[config.mk]
export PLATFORM = sky130hd
export DESIGN_NAME = nn_classifier_core_flat
export DESIGN_NICKNAME = d
export VERILOG_FILES = /design/src/rtl/nn_classifier_core_if.sv /design/src/rtl/nn_classifier_core.sv /design/src/flat_wrapper.sv
export SDC_FILE = /design/constraint.sdc
export NUM_CORES = 1
export LEC_CHECK = 0
export CAP_MARGIN = 10
export CORE_ASPECT_RATIO = 0.6
export CORE_UTILIZATION = 40
export DETAILED_ROUTE_END_ITERATION = 8
export PLACE_DENSITY_LB_ADDON = 0.3
export SETUP_SLACK_MARGIN = 0.5
export SLEW_MARGIN = 10
export SYNTH_ARGS = -nofsm -noshare
export SYNTH_HDL_FRONTEND = slang
export SYNTH_SLANG_ARGS = --single-unit
[constraint.sdc]
create_clock -name wb_clk_i -period 23.9 [get_ports wb_clk_i]
set_input_delay 2.39 -clock wb_clk_i [delete_from_list [all_inputs] [get_ports wb_clk_i]]
set_output_delay 2.39 -clock wb_clk_i [all_outputs]
set_load 0.05 [all_outputs]
[src/rtl/nn_classifier_core_if.sv]
// Handshake and weight-programming bundle for nn_classifier_core.
// The slave modport is the core's view; the master modport is the
// environment (input FIFO, ID FIFO and weight loader) view.
`ifndef NN_ID_BUS
`define NN_ID_BUS 4
`endif

interface nn_classifier_core_if #(
  parameter int NUM_CLASSES = 4,
  parameter int WADDR_W     = $clog2(NUM_CLASSES)
);
  logic                   in_valid;
  logic                   in_ready;
  logic [31:0]            in_data;
  logic                   w_we;
  logic [WADDR_W-1:0]     w_addr;
  logic [31:0]            w_data;
  logic                   out_valid;
  logic                   out_ready;
  logic [`NN_ID_BUS-1:0]  out_id;
  logic signed [17:0]     out_score;
  logic                   busy;

  modport master (
    output in_valid, in_data, w_we, w_addr, w_data, out_ready,
    input  in_ready, out_valid, out_id, out_score, busy
  );

  modport slave (
    input  in_valid, in_data, w_we, w_addr, w_data, out_ready,
    output in_ready, out_valid, out_id, out_score, busy
  );
endinterface

[src/rtl/nn_classifier_core.sv]
// Single-layer int8 classifier: latches one word of four signed features,
// scores it against one weight row per cycle and presents the argmax class.
// Ties keep the lower class index; the result is held until accepted.
`ifndef NN_ID_BUS
`define NN_ID_BUS 4
`endif

module nn_classifier_core #(
  parameter int NUM_CLASSES = 4,
  parameter int WADDR_W     = $clog2(NUM_CLASSES)
) (
  input  logic                wb_clk_i,
  input  logic                wb_rst_i,
  nn_classifier_core_if.slave bus
);

  localparam int ID_W = `NN_ID_BUS;

  // Class count must be addressable by the downstream ID bus.
  generate
    if (NUM_CLASSES < 2 || NUM_CLASSES > (1 << ID_W)) begin : g_bad_cfg
      $error("nn_classifier_core: NUM_CLASSES does not fit the ID bus");
    end
  endgenerate

  typedef enum logic [1:0] {
    ST_IDLE = 2'd0,
    ST_MAC  = 2'd1,
    ST_OUT  = 2'd2
  } state_e;

  state_e                 state_q, state_d;
  logic [WADDR_W-1:0]     cls_q, cls_d;
  logic [31:0]            feat_q, feat_d;
  logic [31:0]            w_q [NUM_CLASSES];
  logic signed [17:0]     best_score_q, best_score_d;
  logic [ID_W-1:0]        best_id_q, best_id_d;
  logic                   in_ready_q;
  logic                   out_valid_q;
  logic                   busy_q;
  logic signed [17:0]     score_s;
  logic                   last_cls_s;
  logic                   w_hit_s;

  // Exact dot product of four signed bytes: 16-bit products, 18-bit sum.
  function automatic logic signed [17:0] dot4(input logic [31:0] f,
                                              input logic [31:0] w);
    logic signed [17:0] acc;
    logic signed [15:0] prod;
    acc = 18'sd0;
    for (int i = 0; i < 4; i++) begin
      prod = $signed(f[8*i +: 8]) * $signed(w[8*i +: 8]);
      acc  = acc + $signed({{2{prod[15]}}, prod});
    end
    return acc;
  endfunction

  assign score_s    = dot4(feat_q, w_q[cls_q]);
  assign last_cls_s = (32'(cls_q) == NUM_CLASSES - 1);
  assign w_hit_s    = bus.w_we && (32'(bus.w_addr) < NUM_CLASSES);

  // Next-state and datapath update for the IDLE/MAC/OUT sequence.
  always_comb begin
    state_d      = state_q;
    cls_d        = cls_q;
    feat_d       = feat_q;
    best_score_d = best_score_q;
    best_id_d    = best_id_q;
    case (state_q)
      ST_IDLE: begin
        if (bus.in_valid && in_ready_q) begin
          feat_d       = bus.in_data;
          cls_d        = {WADDR_W{1'b0}};
          best_score_d = 18'sd0;
          best_id_d    = {ID_W{1'b0}};
          state_d      = ST_MAC;
        end else begin
          state_d = ST_IDLE;
        end
      end
      ST_MAC: begin
        // Strictly-greater comparison keeps the lower index on ties.
        if (cls_q == {WADDR_W{1'b0}} || score_s > best_score_q) begin
          best_score_d = score_s;
          best_id_d    = ID_W'(cls_q);
        end else begin
          best_score_d = best_score_q;
        end
        if (last_cls_s) begin
          state_d = ST_OUT;
        end else begin
          cls_d = cls_q + WADDR_W'(1);
        end
      end
      ST_OUT: begin
        if (bus.out_ready) begin
          state_d = ST_IDLE;
        end else begin
          state_d = ST_OUT;
        end
      end
      default: begin
        state_d = ST_IDLE;
      end
    endcase
  end

  // State, datapath and registered handshake outputs.
  always_ff @(posedge wb_clk_i) begin
    if (wb_rst_i) begin
      state_q      <= ST_IDLE;
      cls_q        <= {WADDR_W{1'b0}};
      feat_q       <= 32'h0000_0000;
      best_score_q <= 18'sd0;
      best_id_q    <= {ID_W{1'b0}};
      in_ready_q   <= 1'b0;
      out_valid_q  <= 1'b0;
      busy_q       <= 1'b0;
    end else begin
      state_q      <= state_d;
      cls_q        <= cls_d;
      feat_q       <= feat_d;
      best_score_q <= best_score_d;
      best_id_q    <= best_id_d;
      in_ready_q   <= (state_d == ST_IDLE);
      out_valid_q  <= (state_d == ST_OUT);
      busy_q       <= (state_d != ST_IDLE);
    end
  end

  // Weight file; a row written this cycle is seen by MAC from the next cycle.
  always_ff @(posedge wb_clk_i) begin
    if (wb_rst_i) begin
      for (int r = 0; r < NUM_CLASSES; r++) begin
        w_q[r] <= 32'h0000_0000;
      end
    end else if (w_hit_s) begin
      w_q[bus.w_addr] <= bus.w_data;
    end
  end

  assign bus.in_ready  = in_ready_q;
  assign bus.out_valid = out_valid_q;
  assign bus.out_id    = best_id_q;
  assign bus.out_score = best_score_q;
  assign bus.busy      = busy_q;

endmodule

[src/flat_wrapper.sv]
// flat-port wrapper written by rule: the top's interface ports become plain ports
module nn_classifier_core_flat 
#(
  parameter int NUM_CLASSES = 4,
  parameter int WADDR_W     = $clog2(NUM_CLASSES)
)
  (wb_clk_i, wb_rst_i, bus_in_valid, bus_in_data, bus_w_we, bus_w_addr, bus_w_data, bus_out_ready, bus_in_ready, bus_out_valid, bus_out_id, bus_out_score, bus_busy);
  nn_classifier_core_if #(.NUM_CLASSES(NUM_CLASSES), .WADDR_W(WADDR_W)) bus_i ();
  input  logic wb_clk_i;
  input  logic wb_rst_i;
  input wire logic [$bits(bus_i.in_valid)-1:0] bus_in_valid;
  input wire logic [$bits(bus_i.in_data)-1:0] bus_in_data;
  input wire logic [$bits(bus_i.w_we)-1:0] bus_w_we;
  input wire logic [$bits(bus_i.w_addr)-1:0] bus_w_addr;
  input wire logic [$bits(bus_i.w_data)-1:0] bus_w_data;
  input wire logic [$bits(bus_i.out_ready)-1:0] bus_out_ready;
  output wire logic [$bits(bus_i.in_ready)-1:0] bus_in_ready;
  output wire logic [$bits(bus_i.out_valid)-1:0] bus_out_valid;
  output wire logic [$bits(bus_i.out_id)-1:0] bus_out_id;
  output wire logic [$bits(bus_i.out_score)-1:0] bus_out_score;
  output wire logic [$bits(bus_i.busy)-1:0] bus_busy;
  assign bus_i.in_valid = bus_in_valid;
  assign bus_i.in_data = bus_in_data;
  assign bus_i.w_we = bus_w_we;
  assign bus_i.w_addr = bus_w_addr;
  assign bus_i.w_data = bus_w_data;
  assign bus_i.out_ready = bus_out_ready;
  assign bus_in_ready = bus_i.in_ready;
  assign bus_out_valid = bus_i.out_valid;
  assign bus_out_id = bus_i.out_id;
  assign bus_out_score = bus_i.out_score;
  assign bus_busy = bus_i.busy;
  nn_classifier_core #(.NUM_CLASSES(NUM_CLASSES), .WADDR_W(WADDR_W)) u_core (.wb_clk_i(wb_clk_i), .wb_rst_i(wb_rst_i), .bus(bus_i));
endmodule
==> impl_metrics.json, run 1 <==
{
  "status": "complete, no violations",
  "synth_edf_count": 128,
  "utilization_pct": 45.78,
  "hp-class": "reg -> reg",
  "dpl.cell_count": 2458,
  "maxSlewHeadroom_pct": 35.27,
  "fin_skew_ns": 0.02915,
  "grt_util_all_layers_pct": 21.07,
  "synth.yosys.seq_area_share_pct": 26.51,
  "syn_inst": 1773,
  "top_level_ports": 96,
  "cts_made_buffers": 17,
  "ant_nets": 0,
  "yosys_warnings": 0,
  "port_buffers": 93,
  "regArea_mm2": 0.005066,
  "finalCriticalPeriod_ns": 10.12,
  "synth-seq-cells": 189,
  "setup_tns_ns": 0,
  "cp_top_family": "adder cells",
  "cts_hold_buf": 0,
  "die_y_um": 171.3,
  "gp_congestion": 0.8864,
  "multi_input_area_mm2": 0.01238,
  "cp_slowest_cell": "mux4_2",
  "rsz0062_at_grt": "no",
  "yosys_most_used_dff": "edfxtp_1",
  "clkSinkCount": 189,
  "grt_max_degree": 42,
  "yosys.area.top_type_share_pct": 33.32,
  "synth_top_family_by_area": "adder cells",
  "fin_crit_sh_pct": 42.34,
  "setup_viol_count_final": 0,
  "area_delta_synth_final_pct": 11.92,
  "arrival_ns": 10.50,
  "drive_above_1_share_pct": 5.269,
  "die_w_um": 284.2,
  "synth_cell_types": 52,
  "ys_top_cells_by_area": "fa_1 (33%), edfxtp_1 (20%), and2_1 (9.1%), inv_1 (7.7%), ha_1 (7.7%)",
  "hold_depth": 2,
  "syn_area_mm2": 0.01911,
  "synth_compound_area_share_pct": 3.909,
  "rrSetupSlack_ns": 13.78,
  "synth_xor_area_share_pct": 1.283,
  "instances_no_fill": 2491,
  "grt_pass1_vias": 13201,
  "grt_pass1_wl_mm": 76.96,
  "die_area_mm2": 0.04868,
  "cts_max_path_buffers": 2,
  "vias": 12247,
  "cts_setup_buffers": 0,
  "nets": 2353,
  "criticalPathCategory": "reg -> reg",
  "ys_async_sr_fraction_pct": 0,
  "timing.fmax_ghz": 0.09883,
  "initial_core_util_pct": 40.91,
  "critical-path-max-stage-delay_ns": 0.72,
  "critPathRequiredTime_ns": 24.28,
  "n_fill_cell": 4401,
  "ctsRootBufferMaster": "clkbuf_16",
  "finalHoldViolations": 0,
  "pre_cts_ws_ns": 13.79,
  "cts_tree": "done",
  "post-route-worst-setup-slack_ns": 13.78,
  "core_mm2": 0.04671,
  "critPathMaxFanout": 35,
  "critical_path.most_common_cell": "fa_1",
  "drv_cap": 0,
  "dp_hpwl_mm": 39.26,
  "synth_simple_gate_area_share_pct": 14.64,
  "muxShareOfSynthArea_pct": 3.752,
  "post_drt_via_cell_ratio": 4.916,
  "hold_end": "u_core.bus.out_id[1]$_SDFFE_PP0P_",
  "clk_pin_slew_worst_paths_ns": 0.11,
  "end_kind": "flop",
  "synth_top_area_cell": "fa_1",
  "wl_per_cell_um": 19.46,
  "ff2ff_path_depth": 31,
  "synthAdderAreaFrac_pct": 40.98,
  "drtIter0Drc": 784,
  "placementRows": 61,
  "ctsResizeCount": 0,
  "grt_overflow": 0,
  "hold_start": "u_core.bus.out_id[1]$_SDFFE_PP0P_",
  "dr.pass1.iters": 5,
  "slew_viol_final": 0,
  "insertion_delay_ns": 0.46,
  "antenna_found_initial": 3,
  "cp_num_buf_inv": 7,
  "worstReg2RegEnd": "u_core.bus.out_score[12]$_SDFFE_PP0P_",
  "routed_wl_mm": 48.48,
  "cp-start-kind": "flop",
  "syn_avg_cell_area_um2": 10.78,
  "tightest_slew_ns": 0.9667,
  "route.detailed.drc": 0,
  "cts.htree.levels": 4
}
-- worst max-delay path by stage --
stage,startpoint,end,slack (ns),cells past startpoint
global placement,flop,u_core.bus.out_score[14]$_SDFFE_PP0P_,13.96,31
CTS,flop,u_core.bus.out_score[12]$_SDFFE_PP0P_,13.74,31
floorplan,flop,u_core.bus.out_score[17]$_SDFFE_PP0P_,14.93,31
global route,flop,u_core.bus.out_score[0]$_SDFFE_PP0P_,13.26,31
detailed placement,flop,u_core.bus.out_score[12]$_SDFFE_PP0P_,13.79,31
finish,flop,u_core.bus.out_score[12]$_SDFFE_PP0P_,13.78,31
-- per-stage QoR --
step / hold slack, ns / cell area [um^2]
5_1_grt: 0.5711 / 21390
2_1_floorplan: 0.4883 / 19110
3_3_place_gp: 0.5216 / 20730
3_5_place_dp: 0.5309 / 20730
6_report: 0.5407 / 21390
4_1_cts: 0.5476 / 21380
-- worst register-to-register path: cells and delay by family (launching register included) --
kind / cells / cell delay, ns
AOI/OAI and AO/OA: 7 / 1.57
adders and majority gates: 10 / 4.77
buffers and inverters: 7 / 1.27
DFF: 1 / 0.33
muxes: 1 / 0.74
and+or+nand+nor: 6 / 1.38
-- layer usage --
metal	vias to the layer above	share of wire (%)	global-route usage, %
li1	5585	-	-
met1	6263	49	30.55
met2	361	42	31.48
met3	36	8.0	6.061
met4	2	1.2	3.436
met5	-	0.26	1.900
-- cells in the final DEF, fill, tap and decap left out, types with 29 or more instances in the layout --
master | netlist | routed
fa_1 | 318 | 318
nand2_1 | 153 | 152
a21oi_1 | 40 | 40
and2_1 | 278 | 278
dfxtp_1 | 61 | 60
ha_1 | 117 | 117
nor2_1 | 51 | 51
edfxtp_1 | 128 | 128
mux4_2 | 29 | 29
clkdlybuf4s50_1 | 0 | 92
inv_1 | 394 | 394
-- cells in the mapped netlist (2+ instances only) --
cell and n:
and4_1 2, nor2_1 51, nor2b_1 6, mux2i_1 3
nand3_1 5, or2_2 8, edfxtp_1 128, a21o_1 12
xnor2_1 22, mux4_2 29, o21a_1 6, and3_1 5
a211oi_1 3, o21ai_0 9, or3_1 5, inv_1 394
a211o_1 2, buf_4 4, buf_2 5, o21ai_1 3
xor2_1 6, a22oi_1 19, a21oi_1 40, buf_1 8
nand2_1 153, clkbuf_1 34, dfxtp_1 61, nor3_1 4
ha_1 117, and2_1 278, mux2_2 3, nor3b_1 3
a221oi_1 3, fa_1 318, nand2b_1 7
-- flip-flops by register name (all words and copies together), names as in the netlist, named ones only --
name and flops:
u_core.bus.busy 1, u_core.w_q 128, u_core.feat_q 32, u_core.cls_q 2
u_core.bus.in_ready 1, u_core.state_q 2, u_core.bus.out_id 2, u_core.bus.out_score 18
u_core.bus.out_valid 1
-- cells by family (layout without fill, tap and decap cells) --
logic type,after synthesis,after routing
other,1,3
adder cells (fa/ha/maj),435,435
buffers and inverters,446,532
flip-flops,189,189
multiplexers,35,35
AO/OA/AOI/OAI,111,111
XOR/XNOR,28,28
AND/OR/NAND/NOR,528,528
-- area by class of cell --
type,instances,area share (%)
inverter,394,6.916
clock buffer,17,1.989
multi-input combinational,1139,57.89
clock inverter,15,1.030
timing repair buffer,106,4.786
antenna,1,0.01170
tap,630,3.686
sequential,189,23.69
Power of run 1 is left out: the tool's default activity adds up to more than one toggle a clock period on the data nets, which glitch-free logic cannot reach.
==> run 2, diff against run 1 <==
clock period = 9.8 ns   (was 23.9 ns; I/O delays follow)
==> impl_metrics.json, run 2 (synthesized netlist as in run 1, its figures left out) <==
{
  "status": "complete, no violations",
  "clk_pin_slew_worst_paths_ns": 0.09,
  "cts_max_path_buffers": 2,
  "fin_skew_ns": 0.02308,
  "placementRows": 61,
  "arrival_ns": 9.47,
  "clkSinkCount": 189,
  "tightest_slew_ns": 0.9715,
  "ant_nets": 0,
  "final_common_cell": "inv_1",
  "drv_cap": 0,
  "setup_tns_ns": 0,
  "n_fill_cell": 4239,
  "ctsRootBufferMaster": "clkbuf_16",
  "grt_pass1_vias": 13277,
  "criticalPathCategory": "reg -> reg",
  "grt_util_all_layers_pct": 21.45,
  "grt_pass1_wl_mm": 78.09,
  "port_buffers": 93,
  "nets": 2407,
  "utilization_pct": 47.49,
  "post-route-worst-setup-slack_ns": 0.6516,
  "gp_congestion": 0.9022,
  "cp-start-kind": "flop",
  "slew_viol_final": 0,
  "route.detailed.drc": 0,
  "end_kind": "flop",
  "drtIter0Drc": 1052,
  "rsz0062_at_grt": "yes",
  "dpl.cell_count": 2464,
  "finalHoldViolations": 0,
  "die_area_mm2": 0.04868,
  "maxSlewHeadroom_pct": 35.23,
  "initial_core_util_pct": 40.91,
  "die_w_um": 284.2,
  "critPathMaxFanout": 7,
  "die_y_um": 171.3,
  "cts_made_buffers": 17,
  "fin_crit_sh_pct": 93.35,
  "critPathRequiredTime_ns": 10.12,
  "area_delta_synth_final_pct": 16.09,
  "hp-class": "reg -> reg",
  "cp_slowest_cell": "mux4_2",
  "critical_path.most_common_cell": "fa_1",
  "dp_hpwl_mm": 39.70,
  "grt_overflow": 0,
  "instances_no_fill": 2544,
  "drive_above_1_share_pct": 10.76,
  "largest_register_ffs": 128,
  "finalCriticalPeriod_ns": 9.148,
  "setup_viol_count_final": 0,
  "core_mm2": 0.04671,
  "post_drt_via_cell_ratio": 4.937,
  "dr.pass1.iters": 7,
  "grt_max_degree": 59,
  "antenna_found_initial": 2,
  "pre_cts_ws_ns": 0.3911,
  "cts.htree.levels": 4,
  "critical-path-max-stage-delay_ns": 0.59,
  "insertedDiodeCount": 0,
  "vias": 12560,
  "timing.fmax_ghz": 0.1093,
  "top_level_ports": 96,
  "mostFrequentLayoutCells": "inv_1 (390), fa_1 (301), and2_1 (264)",
  "routed_wl_mm": 50.42,
  "regMostFlops": "u_core.w_q",
  "cts_tree": "done",
  "insertion_delay_ns": 0.48,
  "wl_per_cell_um": 19.82
}
==> run 2: what timing repair did <==
action	in CTS	in global routing
cloned	4	2
endpoints found under the setup margin	20	20
setup buffers	26	16
hold buffers	0	0
pin swaps	14	33
resized for setup	14	57
==> run 2: metal layers <==
metal	global-route usage, %	part of all wire, %
met5	0	0
met4	3.506	1.1
met2	31.86	42
met1	32.20	48
met3	4.973	8.9
==> run 2: worst max-delay path: cells and delay by family (launching register included) <==
| kind | cells | cell delay, ns |
|---|---|---|
| buffers and inverters | 11 | 1.15 |
| adders and majority gates | 10 | 4.56 |
| xor gates and xnor gates | 1 | 0.17 |
| DFF | 1 | 0.42 |
| muxes | 1 | 0.59 |
| AOI/OAI and AO/OA | 4 | 0.92 |
| and+or+nand+nor | 7 | 1.16 |
==> run 2: layout make-up <==
cell class,instances,area [um^2],share of cell area (%)
clock buffers,17,425.4,1.918
clock inverters,15,206.4,0.9306
inverters,394,1479,6.667
multi-input cells,1140,12640,56.97
flip-flops and latches,189,5069,22.85
well taps,630,788.3,3.553
repair buffers,159,1579,7.118
==> run 2: through the flow <==
step | hold WS [ns] | area [um^2]
global placement | 0.5109 | 20810
detailed placement | 0.5135 | 20810
global route | 0.5735 | 22180
floorplan | 0.4883 | 19110
CTS | 0.5327 | 21800
finish | 0.5340 | 22180
==> run 2: path summary, 6_finish.rpt <==
kind	start	to	slack [ns]	cells past startpoint
max	flop	u_core.bus.out_score[15]$_SDFFE_PP0P_	0.65	34
min	u_core.bus.out_id[0]$_SDFFE_PP0P_	u_core.bus.out_id[0]$_SDFFE_PP0P_	0.53	2
max reg2reg	flop	u_core.bus.out_score[15]$_SDFFE_PP0P_	0.65	34
min reg2reg	u_core.bus.out_id[0]$_SDFFE_PP0P_	u_core.bus.out_id[0]$_SDFFE_PP0P_	0.53	2
Power of run 2 is left out for the same reason.
==> run 3, diff against run 2 <==
CAP_MARGIN = 20   (was 10)
GPL_ROUTABILITY_DRIVEN = 0   (was not set)
SLEW_MARGIN = 20   (was 10)
==> results of run 3 <==
Final layout, timing and power as in run 2 (identical DEF).
Power of run 3 is left out for the same reason.
